--- src/rtl/sap_serial_subtractor_if.sv ---
`default_nettype none
// ============================================================================
// Module   : sap_serial_subtractor_if
// Purpose  : Request/response bundle for the bit-serial subtractor.
//            The controller (master) drives start and the operands.
//            The subtractor (slave) returns status and the result.
// Signals  : start      request, sampled only while the subtractor is idle
//            a, b, bin  minuend, subtrahend, borrow-in (captured on accept)
//            busy       high while bits are being shifted
//            done       one-cycle completion pulse
//            d          difference, held until the next completion
//            bout       borrow-out (a < b + bin, unsigned)
//            z          difference is zero
// Revision : 1.0  initial release
// ============================================================================
interface sap_serial_subtractor_if #(
   parameter int WIDTH = 8
);
   logic             start;
   logic [WIDTH-1:0] a;
   logic [WIDTH-1:0] b;
   logic             bin;
   logic             busy;
   logic             done;
   logic [WIDTH-1:0] d;
   logic             bout;
   logic             z;

   modport master (
      output start, a, b, bin,
      input  busy, done, d, bout, z
   );

   modport slave (
      input  start, a, b, bin,
      output busy, done, d, bout, z
   );
endinterface
`default_nettype wire

--- src/rtl/sap_serial_subtractor.sv ---
`default_nettype none
// ============================================================================
// Module   : sap_serial_subtractor
// Purpose  : Bit-serial subtractor, D = A - B - BIN (mod 2^WIDTH), one bit
//            per clock, LSB first, using a single borrow flip-flop.
// Ports    : clk    rising-edge clock
//            clr_n  asynchronous active-low reset
//            bus    sap_serial_subtractor_if.slave (start/a/b/bin in,
//                   busy/done/d/bout/z out)
// Params   : WIDTH  operand/result width, 2..32
// Revision : 1.0  initial release
// ============================================================================
module sap_serial_subtractor #(
   parameter int WIDTH = 8
) (
   input  wire logic              clk,
   input  wire logic              clr_n,
   sap_serial_subtractor_if.slave bus
);

   localparam int CW = $clog2(WIDTH + 1);
   localparam logic [CW-1:0] c_count_load = CW'(WIDTH);
   localparam logic [CW-1:0] c_count_last = CW'(1);

   typedef enum logic [1:0] {
      S_IDLE  = 2'd0,
      S_SHIFT = 2'd1,
      S_FIN   = 2'd2
   } state_t;

   state_t           r_state;
   state_t           w_state_nxt;

   logic [WIDTH-1:0] r_a_sr;
   logic [WIDTH-1:0] r_b_sr;
   logic [WIDTH-1:0] r_acc;
   logic             r_borrow;
   logic [CW-1:0]    r_count;
   logic [WIDTH-1:0] r_d;
   logic             r_bout;
   logic             r_z;

   logic             w_busy;
   logic             w_done;
   logic             w_accept;
   logic             w_last;
   logic             w_a_bit;
   logic             w_b_bit;
   logic             w_diff_bit;
   logic             w_borrow_nxt;
   logic [WIDTH-1:0] w_acc_nxt;

   // One full-subtractor cell, fed from the LSB of each operand register.
   assign w_a_bit      = r_a_sr[0];
   assign w_b_bit      = r_b_sr[0];
   assign w_diff_bit   = w_a_bit ^ w_b_bit ^ r_borrow;
   assign w_borrow_nxt = (~w_a_bit & w_b_bit) | (~(w_a_bit ^ w_b_bit) & r_borrow);

   // Result bits enter at the MSB; after WIDTH shifts bit 0 sits at the LSB.
   assign w_acc_nxt    = {w_diff_bit, r_acc[WIDTH-1:1]};

   // -------------------------------------------------------------------------
   // FSM state register
   // -------------------------------------------------------------------------
   always_ff @(posedge clk or negedge clr_n) begin
      if (!clr_n) begin
         r_state <= S_IDLE;
      end else begin
         r_state <= w_state_nxt;
      end
   end

   // -------------------------------------------------------------------------
   // FSM next state and outputs
   // -------------------------------------------------------------------------
   always_comb begin
      w_state_nxt = r_state;
      w_busy      = 1'b0;
      w_done      = 1'b0;
      w_accept    = 1'b0;
      w_last      = 1'b0;
      case (r_state)
         S_IDLE: begin
            if (bus.start) begin
               w_accept    = 1'b1;
               w_state_nxt = S_SHIFT;
            end
         end
         S_SHIFT: begin
            w_busy = 1'b1;
            // The edge that consumes the final bit publishes the result.
            if (r_count == c_count_last) begin
               w_last      = 1'b1;
               w_state_nxt = S_FIN;
            end
         end
         S_FIN: begin
            w_done      = 1'b1;
            w_state_nxt = S_IDLE;
         end
         default: begin
            w_state_nxt = S_IDLE;
         end
      endcase
   end

   // -------------------------------------------------------------------------
   // Datapath: operand shift registers, borrow, count and published result
   // -------------------------------------------------------------------------
   always_ff @(posedge clk or negedge clr_n) begin
      if (!clr_n) begin
         r_a_sr   <= '0;
         r_b_sr   <= '0;
         r_acc    <= '0;
         r_borrow <= 1'b0;
         r_count  <= '0;
         r_d      <= '0;
         r_bout   <= 1'b0;
         r_z      <= 1'b1;
      end else if (w_accept) begin
         r_a_sr   <= bus.a;
         r_b_sr   <= bus.b;
         r_acc    <= '0;
         r_borrow <= bus.bin;
         r_count  <= c_count_load;
      end else if (w_busy) begin
         r_a_sr   <= r_a_sr >> 1;
         r_b_sr   <= r_b_sr >> 1;
         r_acc    <= w_acc_nxt;
         r_borrow <= w_borrow_nxt;
         r_count  <= r_count - c_count_last;
         // d, bout and z move together and only here, never mid-shift.
         if (w_last) begin
            r_d    <= w_acc_nxt;
            r_bout <= w_borrow_nxt;
            r_z    <= (w_acc_nxt == '0);
         end
      end
   end

   assign bus.busy = w_busy;
   assign bus.done = w_done;
   assign bus.d    = r_d;
   assign bus.bout = r_bout;
   assign bus.z    = r_z;

endmodule
`default_nettype wire

--- src/flat_wrapper.sv ---
// flat-port wrapper written by rule: the top's interface ports become plain ports
module sap_serial_subtractor_flat 
#(
   parameter int WIDTH = 8
)
  (clk, clr_n, bus_start, bus_a, bus_b, bus_bin, bus_busy, bus_done, bus_d, bus_bout, bus_z);
  sap_serial_subtractor_if #(.WIDTH(WIDTH)) bus_i ();
  input  wire logic clk;
  input  wire logic clr_n;
  input wire logic [$bits(bus_i.start)-1:0] bus_start;
  input wire logic [$bits(bus_i.a)-1:0] bus_a;
  input wire logic [$bits(bus_i.b)-1:0] bus_b;
  input wire logic [$bits(bus_i.bin)-1:0] bus_bin;
  output wire logic [$bits(bus_i.busy)-1:0] bus_busy;
  output wire logic [$bits(bus_i.done)-1:0] bus_done;
  output wire logic [$bits(bus_i.d)-1:0] bus_d;
  output wire logic [$bits(bus_i.bout)-1:0] bus_bout;
  output wire logic [$bits(bus_i.z)-1:0] bus_z;
  assign bus_i.start = bus_start;
  assign bus_i.a = bus_a;
  assign bus_i.b = bus_b;
  assign bus_i.bin = bus_bin;
  assign bus_busy = bus_i.busy;
  assign bus_done = bus_i.done;
  assign bus_d = bus_i.d;
  assign bus_bout = bus_i.bout;
  assign bus_z = bus_i.z;
  sap_serial_subtractor #(.WIDTH(WIDTH)) u_core (.clk(clk), .clr_n(clr_n), .bus(bus_i));
endmodule
--- config.mk ---
export PLATFORM = sky130hd
export DESIGN_NAME = sap_serial_subtractor_flat
export DESIGN_NICKNAME = d
export VERILOG_FILES = /design/src/rtl/sap_serial_subtractor_if.sv /design/src/rtl/sap_serial_subtractor.sv /design/src/flat_wrapper.sv
export SDC_FILE = /design/constraint.sdc
export NUM_CORES = 1
export LEC_CHECK = 0
export ABC_AREA = 1
export CORE_ASPECT_RATIO = 1.75
export CORE_MARGIN = 2
export CORE_UTILIZATION = 54
export CTS_CLUSTER_SIZE = 12
export DETAILED_ROUTE_END_ITERATION = 10
export PLACE_DENSITY = 0.88
export SLEW_MARGIN = 20
export SYNTH_ARGS = -nofsm -noshare
export SYNTH_HDL_FRONTEND = slang
export SYNTH_SLANG_ARGS = --single-unit
export TNS_END_PERCENT = 1
--- constraint.sdc ---
create_clock -name clk -period 2.95 [get_ports clk]
set_clock_uncertainty 0.1 [all_clocks]
set_input_delay 0.4425 -clock clk [delete_from_list [all_inputs] [get_ports clk]]
set_output_delay 0.4425 -clock clk [all_outputs]
set_load 0.005 [all_outputs]
# ---- Word level (Yosys, flattened, before mapping)
# Cells that the tools add are included.
# Widths: inputs -> output; s select.
dict set report word_totals {
  reg_bits 41
  latch_bits 0
  ram_bits 0
  rom_bits 0
  in_bits 20
  output_inout_bits 12
  n_memories 0
}
dict set report op_classes {
  n_addsub 1
  multipliers 0
  div_mod_pow 0
  order_cmp 0
  eq_ne 5
  shifts 0
  n_mux 19
  bitwise 8
  n_reduce_logical 5
}
# cell n
set ops {}
lappend ops {{$mux 8} 6}
lappend ops {{$logic_not 8->1} 1}
lappend ops {{$mux 1} 8}
lappend ops {{$mux 4} 2}
lappend ops {{$eq 4x1->1 const B} 1}
lappend ops {{$mux 2} 2}
lappend ops {{$pmux 2 s2} 1}
lappend ops {{$sub 4x1->4 const B} 1}
lappend ops {{$not 1->1} 3}
lappend ops {{$reduce_and 3->1} 1}
lappend ops {{$and 1x1->1} 2}
lappend ops {{$eq 2x1->1 const B} 1}
lappend ops {{$eq 2x2->1 const B} 1}
lappend ops {{$logic_not 2->1} 1}
lappend ops {{$ne 2x1->1 const B} 1}
lappend ops {{$ne 2x2->1 const B} 1}
lappend ops {{$reduce_and 2->1} 1}
lappend ops {{$reduce_bool 2->1} 1}
lappend ops {{$xor 1x1->1} 2}
lappend ops {{$or 1x1->1} 1}

# ---- Logic depth before layout (Yosys ltp)
# Gate-level depths: netlist of run 1.
dict set report depth {
  ltp_word 6
  mapped_depth 7
}

# ---- Worst setup path before layout of run 1
# No wires, ideal clock.
dict set report synth_timing {
  path_type {reg2reg}
  start {register u_core.r_b_sr[0]}
  end {register u_core.r_z (netlist: u_core.bus.z)}
  setup_ps 60
  t_arrival_ps 1200
  required_ps 2790
  slack_ps 1589
  path_stages_with_launch 8
  path_buffers 0
  path_cell_list {dfrtp_1 inv_1 fa_1 nor2_1 nand2_1 nor2_1 nand2_1 nand2_1}
}
dict set report synth_between {
  elab_chain_cells 3
}
# item line
set synth_rtl {}
lappend synth_rtl {{start: declaration} sap_serial_subtractor.sv:35} ;# logic [WIDTH-1:0] r_b_sr;
lappend synth_rtl {{start signal: assignment} sap_serial_subtractor.sv:122} ;# r_b_sr <= bus.b;
lappend synth_rtl {{start signal: assignment} sap_serial_subtractor.sv:128} ;# r_b_sr <= r_b_sr >> 1;
lappend synth_rtl {{$xor 1x1->1 (2 in a row)} sap_serial_subtractor.sv:56} ;# assign w_diff_bit = w_a_bit ^ w_b_bit ^ r_borrow;
lappend synth_rtl {{via u_core.w_diff_bit} sap_serial_subtractor.sv:49} ;# logic w_diff_bit;
lappend synth_rtl {{$logic_not 8->1} sap_serial_subtractor.sv:136} ;# r_z <= (w_acc_nxt == '0);
lappend synth_rtl {{end signal: assignment} sap_serial_subtractor.sv:136}
lappend synth_rtl {{end: declaration} sap_serial_subtractor.sv:41} ;# logic r_z;
# The timed path passes the listed nets, and every way through them passes these cells.
# A chain may end at the register's enable or synchronous reset.

# ---- Worst setup path in the final report of run 1
dict set report layout_timing {
  start {register u_core.r_state[0]}
  end {output port bus_busy}
}
dict set report layout_between {
  elab_chain_cells 2
}
# item line
set layout_rtl {}
lappend layout_rtl {{start: declaration} sap_serial_subtractor.sv:31} ;# state_t r_state;
lappend layout_rtl {{start signal: assignment} sap_serial_subtractor.sv:69} ;# r_state <= w_state_nxt;
lappend layout_rtl {{$eq 2x1->1} sap_serial_subtractor.sv:82} ;# case (r_state)
lappend layout_rtl {{$mux 1} sap_serial_subtractor.sv:82}
lappend layout_rtl {{end: declaration} flat_wrapper.sv:14} ;# output wire logic [$bits(bus_i.busy)-1:0] bus_busy;
# Every way passes these cells.

==> reports/metrics.yaml, run 1 <==
status: "completed"
fin_tns_setup_ps: 0
die_w_um: 47.3
grt_max_degree: 41
synth_area_leaders: "dfrtp_1 55%, nand2_1 17%, nand3_1 12%, buf_2 1.7%, nor2_1 1.7%"
htreeDepth: 2
place_congestion: 0.754
tightest_slew_ps: 871
avgSynthCellArea_um2: 8.69
power_frac_clock: 0.190
fmaxAchievable_mhz: 508
p_seq_frac: 0.417
crit_path_start_kind: "flip-flop"
clk_latency_ps: 300
grt_pass1_wl_um: 6130
cts_buffers: 5
clock_path_buffers: 2
drt_iter0_drc: 69
cts_resized: 0
drv_slew: 0
power_density_nw_per_um2: 1040
post_cts_buffers: 0
place_hpwl_um: 2330
top_layer_used: "met4"
route.met3.wl_um: 155
finalHoldViolCount: 0
clk_pin_slew_ps: 70
diodes: 0
layout_setup_ws_ps: 983
core-area_um2: 3140
cts_tree: "yes"
cp_num_buf_inv: 2
final_antenna_net_count: 0
cts_hold_buffers: 0
min_period_ps: 1970
p_leak_nw: 1.07
initial_utilization: 0.564
worstPathMaxFanout: 4
grt.total_usage: 0.226
cap_viol_max_count: 0
fillers: 252
antenna_found_initial: 0
grt-ovfl-total: 0
via_per_inst: 5.30
seq_area_frac_synth: 0.565
crit_required_ps: 2410
wirelength_um: 3460
nets: 257
p_int_mw: 1.45
p_sw_frac: 0.368
wl_per_cell_um: 12.4
endpoint_kind: "output port"
worstSetupPathType: "reg -> out"
io_buffer_count: 31
regArea_um2: 1000
multiInputGateArea_um2: 681
rsz0062_at_grt: "no"
layout-drive-gt1-share: 0.0851
cp_slowest_cell: "clkdlybuf4s50_1"
die_y_um: 79.8
setup_violations: 0
slowest_delay_ps: 510
num_io_pins: 32
power_switching_mw: 0.840
arrival_ps: 1420
max_slew_margin: 0.418
ir_worst_vdd_v: 0.000599
synth_cell_types: 22
grt_pass1_vias: 1437
fin_total_pwr_mw: 2.29
ys_ff_latch: 40
syn_area_um2: 1770
synth_cells: 204
ys_warn_count: 0
min-delay-path-class: "in -> async"
synth_top_area_share: 0.550
finalCritPeriodShare: 0.667
cp_cell_sequence: "inv_2 > nor2_4 > clkdlybuf4s50_1"
wl_met1_um: 1270
power_frac_comb: 0.393
drc: 0
num_rows: 27
drtPass1Iterations: 4
vias: 1473
cp_top_family: "buffers and inverters"
dpl_worst_slack_ps: 936
met2_length_um: 1930
cts_sinks: 40
syn2layout_area_growth_pct: 24.0
die-area_um2: 3780
cts_root_buf: "clkbuf_8"
synth.net_count: 227
yosys.area.top_type: "dfrtp_1"
## area by class of cell
cell class,instances,area share
inverters,10,0.0171
flip-flops and latches,40,0.456
repair buffers,32,0.142
well taps,43,0.0245
clock buffers,5,0.0313
multi-input cells,145,0.310
clock inverters,3,0.0194
## flip-flops by register name (all words and copies together), names as in the netlist
register         flops
u_core.r_state       2
u_core.bus.z         1
u_core.r_b_sr        8
u_core.r_a_sr        8
u_core.bus.bout      1
u_core.bus.d         8
u_core.r_borrow      1
u_core.r_acc         7
u_core.r_count       4
## power by group through the flow
stage                     Combinational [mW]  Clock (mW)  Sequential (mW)
after floorplan                        0.607           0            0.933
after global placement                 0.866           0            0.949
after detailed placement               0.893           0            0.958
after CTS                              0.903       0.445            0.950
after global routing                    1.04       0.465            0.980
final                                  0.898       0.435            0.952
## through the flow
step            util  std cells  area (um^2)  hold WS, ps
2_1_floorplan      -        204         1770         46.9
3_3_place_gp   0.664        270         2090          356
3_5_place_dp   0.664        270         2090          362
4_1_cts        0.700        278         2200          176
5_1_grt        0.700        278         2200          212
6_report       0.700        278         2200          146
## worst reg2reg max path, stage by stage, from the launching register on
cell,delay (ps)
dfrtp_1,420
inv_2,100
nand2_1,510
or2_1,440
nand3_1,100
## synthesized netlist by cell type
library cell / number
buf_2: 6
buf_4: 1
buf_6: 1
clkbuf_1: 1
dfrtp_1: 39
dfstp_2: 1
fa_1: 1
ha_1: 2
inv_1: 7
inv_2: 3
nand2_1: 79
nand2_2: 1
nand3_1: 41
nand3_2: 1
nand4_1: 1
nor2_1: 8
nor2_4: 2
o21ai_1: 4
o21ai_2: 2
o22ai_1: 1
or2_1: 1
xnor2_1: 1
## routing by layer
metal,global-route usage,up-vias
met5,0,-
met4,0.103,0
met3,0.0588,9
met2,0.364,46
met1,0.268,711
li1,-,707
## worst paths after layout
path,slack [ps],from,to,cells past startpoint
hold reg to reg,380,u_core.bus.d[4],u_core.bus.d[4],2
setup / recovery,980,u_core.r_state[0],bus_busy,3
max in group asynchronous,2070,clr_n,u_core.r_a_sr[7],1
min in group clk,380,u_core.bus.d[4],u_core.bus.d[4],2
hold / removal,150,clr_n,u_core.r_state[0],1
setup reg to reg,1200,u_core.r_state[1],u_core.r_borrow,4
## cells in the final DEF (no fill, tap or decap), types with 2 or more instances in the layout
cell	instances
clkbuf_8	5
inv_2	3
nor2_4	2
ha_1	2
nand3_1	41
dfrtp_1	39
nand2_1	79
o21ai_2	2
clkdlybuf4s50_1	30
o21ai_1	4
inv_1	7
nor2_1	8
## kinds of logic after synthesis
logic type                 after synthesis  synth area share
AOI/OAI and AO/OA                        7            0.0247
xor gates and xnor gates                 1           0.00494
adders and majority gates                3            0.0254
buffers and inverters                   19            0.0508
DFF                                     40             0.565
and+or+nand+nor                        134             0.329
No activity file was read; power rests on OpenSTA's default activity.
==> inputs of run 2 (changes only) <==
--- a/config.mk
+++ b/config.mk
@@ -8,10 +8,10 @@
 export ABC_AREA = 1
 export CORE_ASPECT_RATIO = 1.75
 export CORE_MARGIN = 2
-export CORE_UTILIZATION = 54
+export CORE_UTILIZATION = 51
 export CTS_CLUSTER_SIZE = 12
 export DETAILED_ROUTE_END_ITERATION = 10
-export PLACE_DENSITY = 0.88
+export PLACE_DENSITY = 0.84
 export SLEW_MARGIN = 20
 export SYNTH_ARGS = -nofsm -noshare
 export SYNTH_HDL_FRONTEND = slang
==> constraint.sdc (replaced) <==
create_clock -name clk -period 1.9 [get_ports clk]
set_clock_uncertainty 0.1 [all_clocks]
set_input_delay 0.285 -clock clk [delete_from_list [all_inputs] [get_ports clk]]
set_output_delay 0.285 -clock clk [all_outputs]
set_load 0.005 [all_outputs]
==> run 2 against run 1 <==
Compared with the run above: final area grew 1.5%; setup slack got worse by 860 ps; total power increased by 54%; critical path depth did not move; sequential power increased by 57%; combinational power increased by 60%; worst hold slack improved by 220 ps; flip-flop and latch count did not move; first-iteration DRC count decreased by 42%.
==> reports/metrics.yaml, run 2 (synthesis results as in run 1) <==
min_period_ps: 1780
clk_latency_ps: 290  # was 300 ps
final_cell_mix: "79 x nand2_1, 41 x nand3_1, 38 x dfrtp_1"  # was 79 x nand2_1, 41 x nand3_1, 39 x dfrtp_1
crit_required_ps: 1510  # was 2410 ps
tightest_slew_ps: 498  # was 871 ps
setup_violations: 0  # unchanged
layout_commonest_cell: "nand2_1"  # unchanged
arrival_ps: 1400  # was 1420 ps
grt_pass1_vias: 1454  # was 1437
wirelength_um: 3690  # was 3460 um
cp_cell_sequence: "inv_2 > nor2_4 > clkdlybuf4s50_1"  # unchanged
worstSetupPathType: "reg -> out"  # unchanged
cp_slowest_cell: "clkdlybuf4s50_1"  # unchanged
p_leak_nw: 1.09  # was 1.07 nW
grt-ovfl-total: 0  # unchanged
grt_max_degree: 25  # was 41
rsz0062_at_grt: "no"  # unchanged
diodes: 0  # unchanged
post-route-util: 0.664  # was 0.700
wl_per_cell_um: 13.0  # was 12.4 um
final_antenna_net_count: 0  # unchanged
fin_cells: 283  # was 278
clk_pin_slew_ps: 70  # about the same
syn2layout_area_growth_pct: 25.9  # was 24.0%
ir_worst_vdd_v: 0.00104  # was 0.000599 V
fin_total_pwr_mw: 3.52  # was 2.29 mW
antenna_found_initial: 0  # unchanged
dpl_cell_area_um2: 2120  # was 2090 um^2
endpoint_kind: "output port"  # unchanged
crit_path_start_kind: "flip-flop"  # unchanged
cts_sinks: 40  # unchanged
grt.total_usage: 0.217  # was 0.226
initial_utilization: 0.527  # was 0.564
min-delay-path-class: "reg -> reg"  # was in -> async
layout_setup_ws_ps: 119  # was 983 ps
power_density_nw_per_um2: 1580  # was 1040 nW/um^2
die_y_um: 82  # was 79.8 um
dp_cells: 275  # was 270
num_rows: 28  # was 27
htreeDepth: 2  # unchanged
core-area_um2: 3360  # was 3140 um^2
timing.hold.ws_ps: 366  # was 146 ps
via_per_inst: 5.16  # was 5.30
finish.instance_area_um2: 2230  # was 2200 um^2
max_slew_margin: 0.667  # was 0.418
num_io_pins: 32  # unchanged
die_w_um: 48.6  # was 47.3 um
die-area_um2: 3980  # was 3780 um^2
drc: 0  # unchanged
finalHoldViolCount: 0  # unchanged
drv_slew: 0  # unchanged
cts_buffers: 5  # unchanged
place_congestion: 0.776  # was 0.754
post_cts_buffers: 0  # unchanged
slowest_delay_ps: 510  # about the same
cts_root_buf: "clkbuf_8"  # unchanged
place_hpwl_um: 2660  # was 2330 um
layout-drive-gt1-share: 0.0966  # was 0.0851
status: "completed"  # unchanged
fmaxAchievable_mhz: 562
worstPathMaxFanout: 4  # unchanged
cts_tree: "yes"  # unchanged
fin_tns_setup_ps: 0  # unchanged
drtPass1Iterations: 4  # unchanged
drt_iter0_drc: 40  # was 69
cap_viol_max_count: 0  # unchanged
io_buffer_count: 31  # unchanged
dpl_worst_slack_ps: 283  # was 936 ps
vias: 1461  # was 1473
finalCritPeriodShare: 0.937
grt_pass1_wl_um: 6510  # was 6130 um
clock_path_buffers: 2  # unchanged
nets: 261  # was 257
==> run 2: cell types whose count changed in the layout (fill, tap and decap cells not counted), sizes merged <==
cell	delta
clkbuf	+2
clkinv	-1
bufinv	-1
buf	+3
clkinvlp	-1
dlygate4sd3	+1
==> run 2: cell type report <==
type	instances	area (um^2)
Clock buffer	7	96.3
Multi-Input combinational cell	145	681
Fill cell	303	1130
Timing Repair Buffer	36	358
Sequential cell	40	1000
Inverter	10	37.5
Tap cell	45	56.3
==> run 2: repair_timing <==
item,in CTS,in global routing
setup endpoints to repair,0,1
gates resized for setup,0,1
hold buffers,1,0
endpoints found under the hold margin,17,0
==> run 2: worst paths after layout <==
kind                       slack (ps)  cells after the start                end         startpoint
setup reg to reg                  330                      5   u_core.r_b_sr[5]  u_core.r_state[1]
min in group asynchronous         380                      2   u_core.r_a_sr[4]              clr_n
setup / recovery                  120                      3           bus_busy  u_core.r_state[0]
hold / removal                    370                      2       u_core.bus.z       u_core.bus.z
hold reg to reg                   370                      2       u_core.bus.z       u_core.bus.z
max in group asynchronous         830                      3  u_core.r_state[0]              clr_n
==> run 2: power by group <==
| group | switching [mW] | internal (mW) |
|---|---|---|
| Clock | 0.266 | 0.323 |
| Sequential | 0.260 | 1.23 |
| Combinational | 0.788 | 0.654 |
==> run 2: worst max-delay path: cells and delay by family, from the launching register on <==
kind          cells  cell delay, ps
simple gates      1             100
buf+inv           2             570
flops             1             440
==> run 2: metal layers <==
metal / vias to the layer above / routed length (um) / track usage
li1: 717 / - / -
met1: 703 / 1390 / 0.238
met2: 36 / 2110 / 0.414
met3: 5 / 132 / 0.0436
met4: 0 / 55 / 0.0771
met5: - / 0 / 0
==> inputs of run 3 (changes only) <==
--- a/config.mk
+++ b/config.mk
@@ -6,13 +6,14 @@
 export NUM_CORES = 1
 export LEC_CHECK = 0
 export ABC_AREA = 1
+export CAP_MARGIN = 20
 export CORE_ASPECT_RATIO = 1.75
 export CORE_MARGIN = 2
 export CORE_UTILIZATION = 51
 export CTS_CLUSTER_SIZE = 12
 export DETAILED_ROUTE_END_ITERATION = 10
 export PLACE_DENSITY = 0.84
-export SLEW_MARGIN = 20
+export SLEW_MARGIN = 10
 export SYNTH_ARGS = -nofsm -noshare
 export SYNTH_HDL_FRONTEND = slang
 export SYNTH_SLANG_ARGS = --single-unit
==> results of run 3 <==
No change in the layout: final DEF, timing and power equal those of run 2.
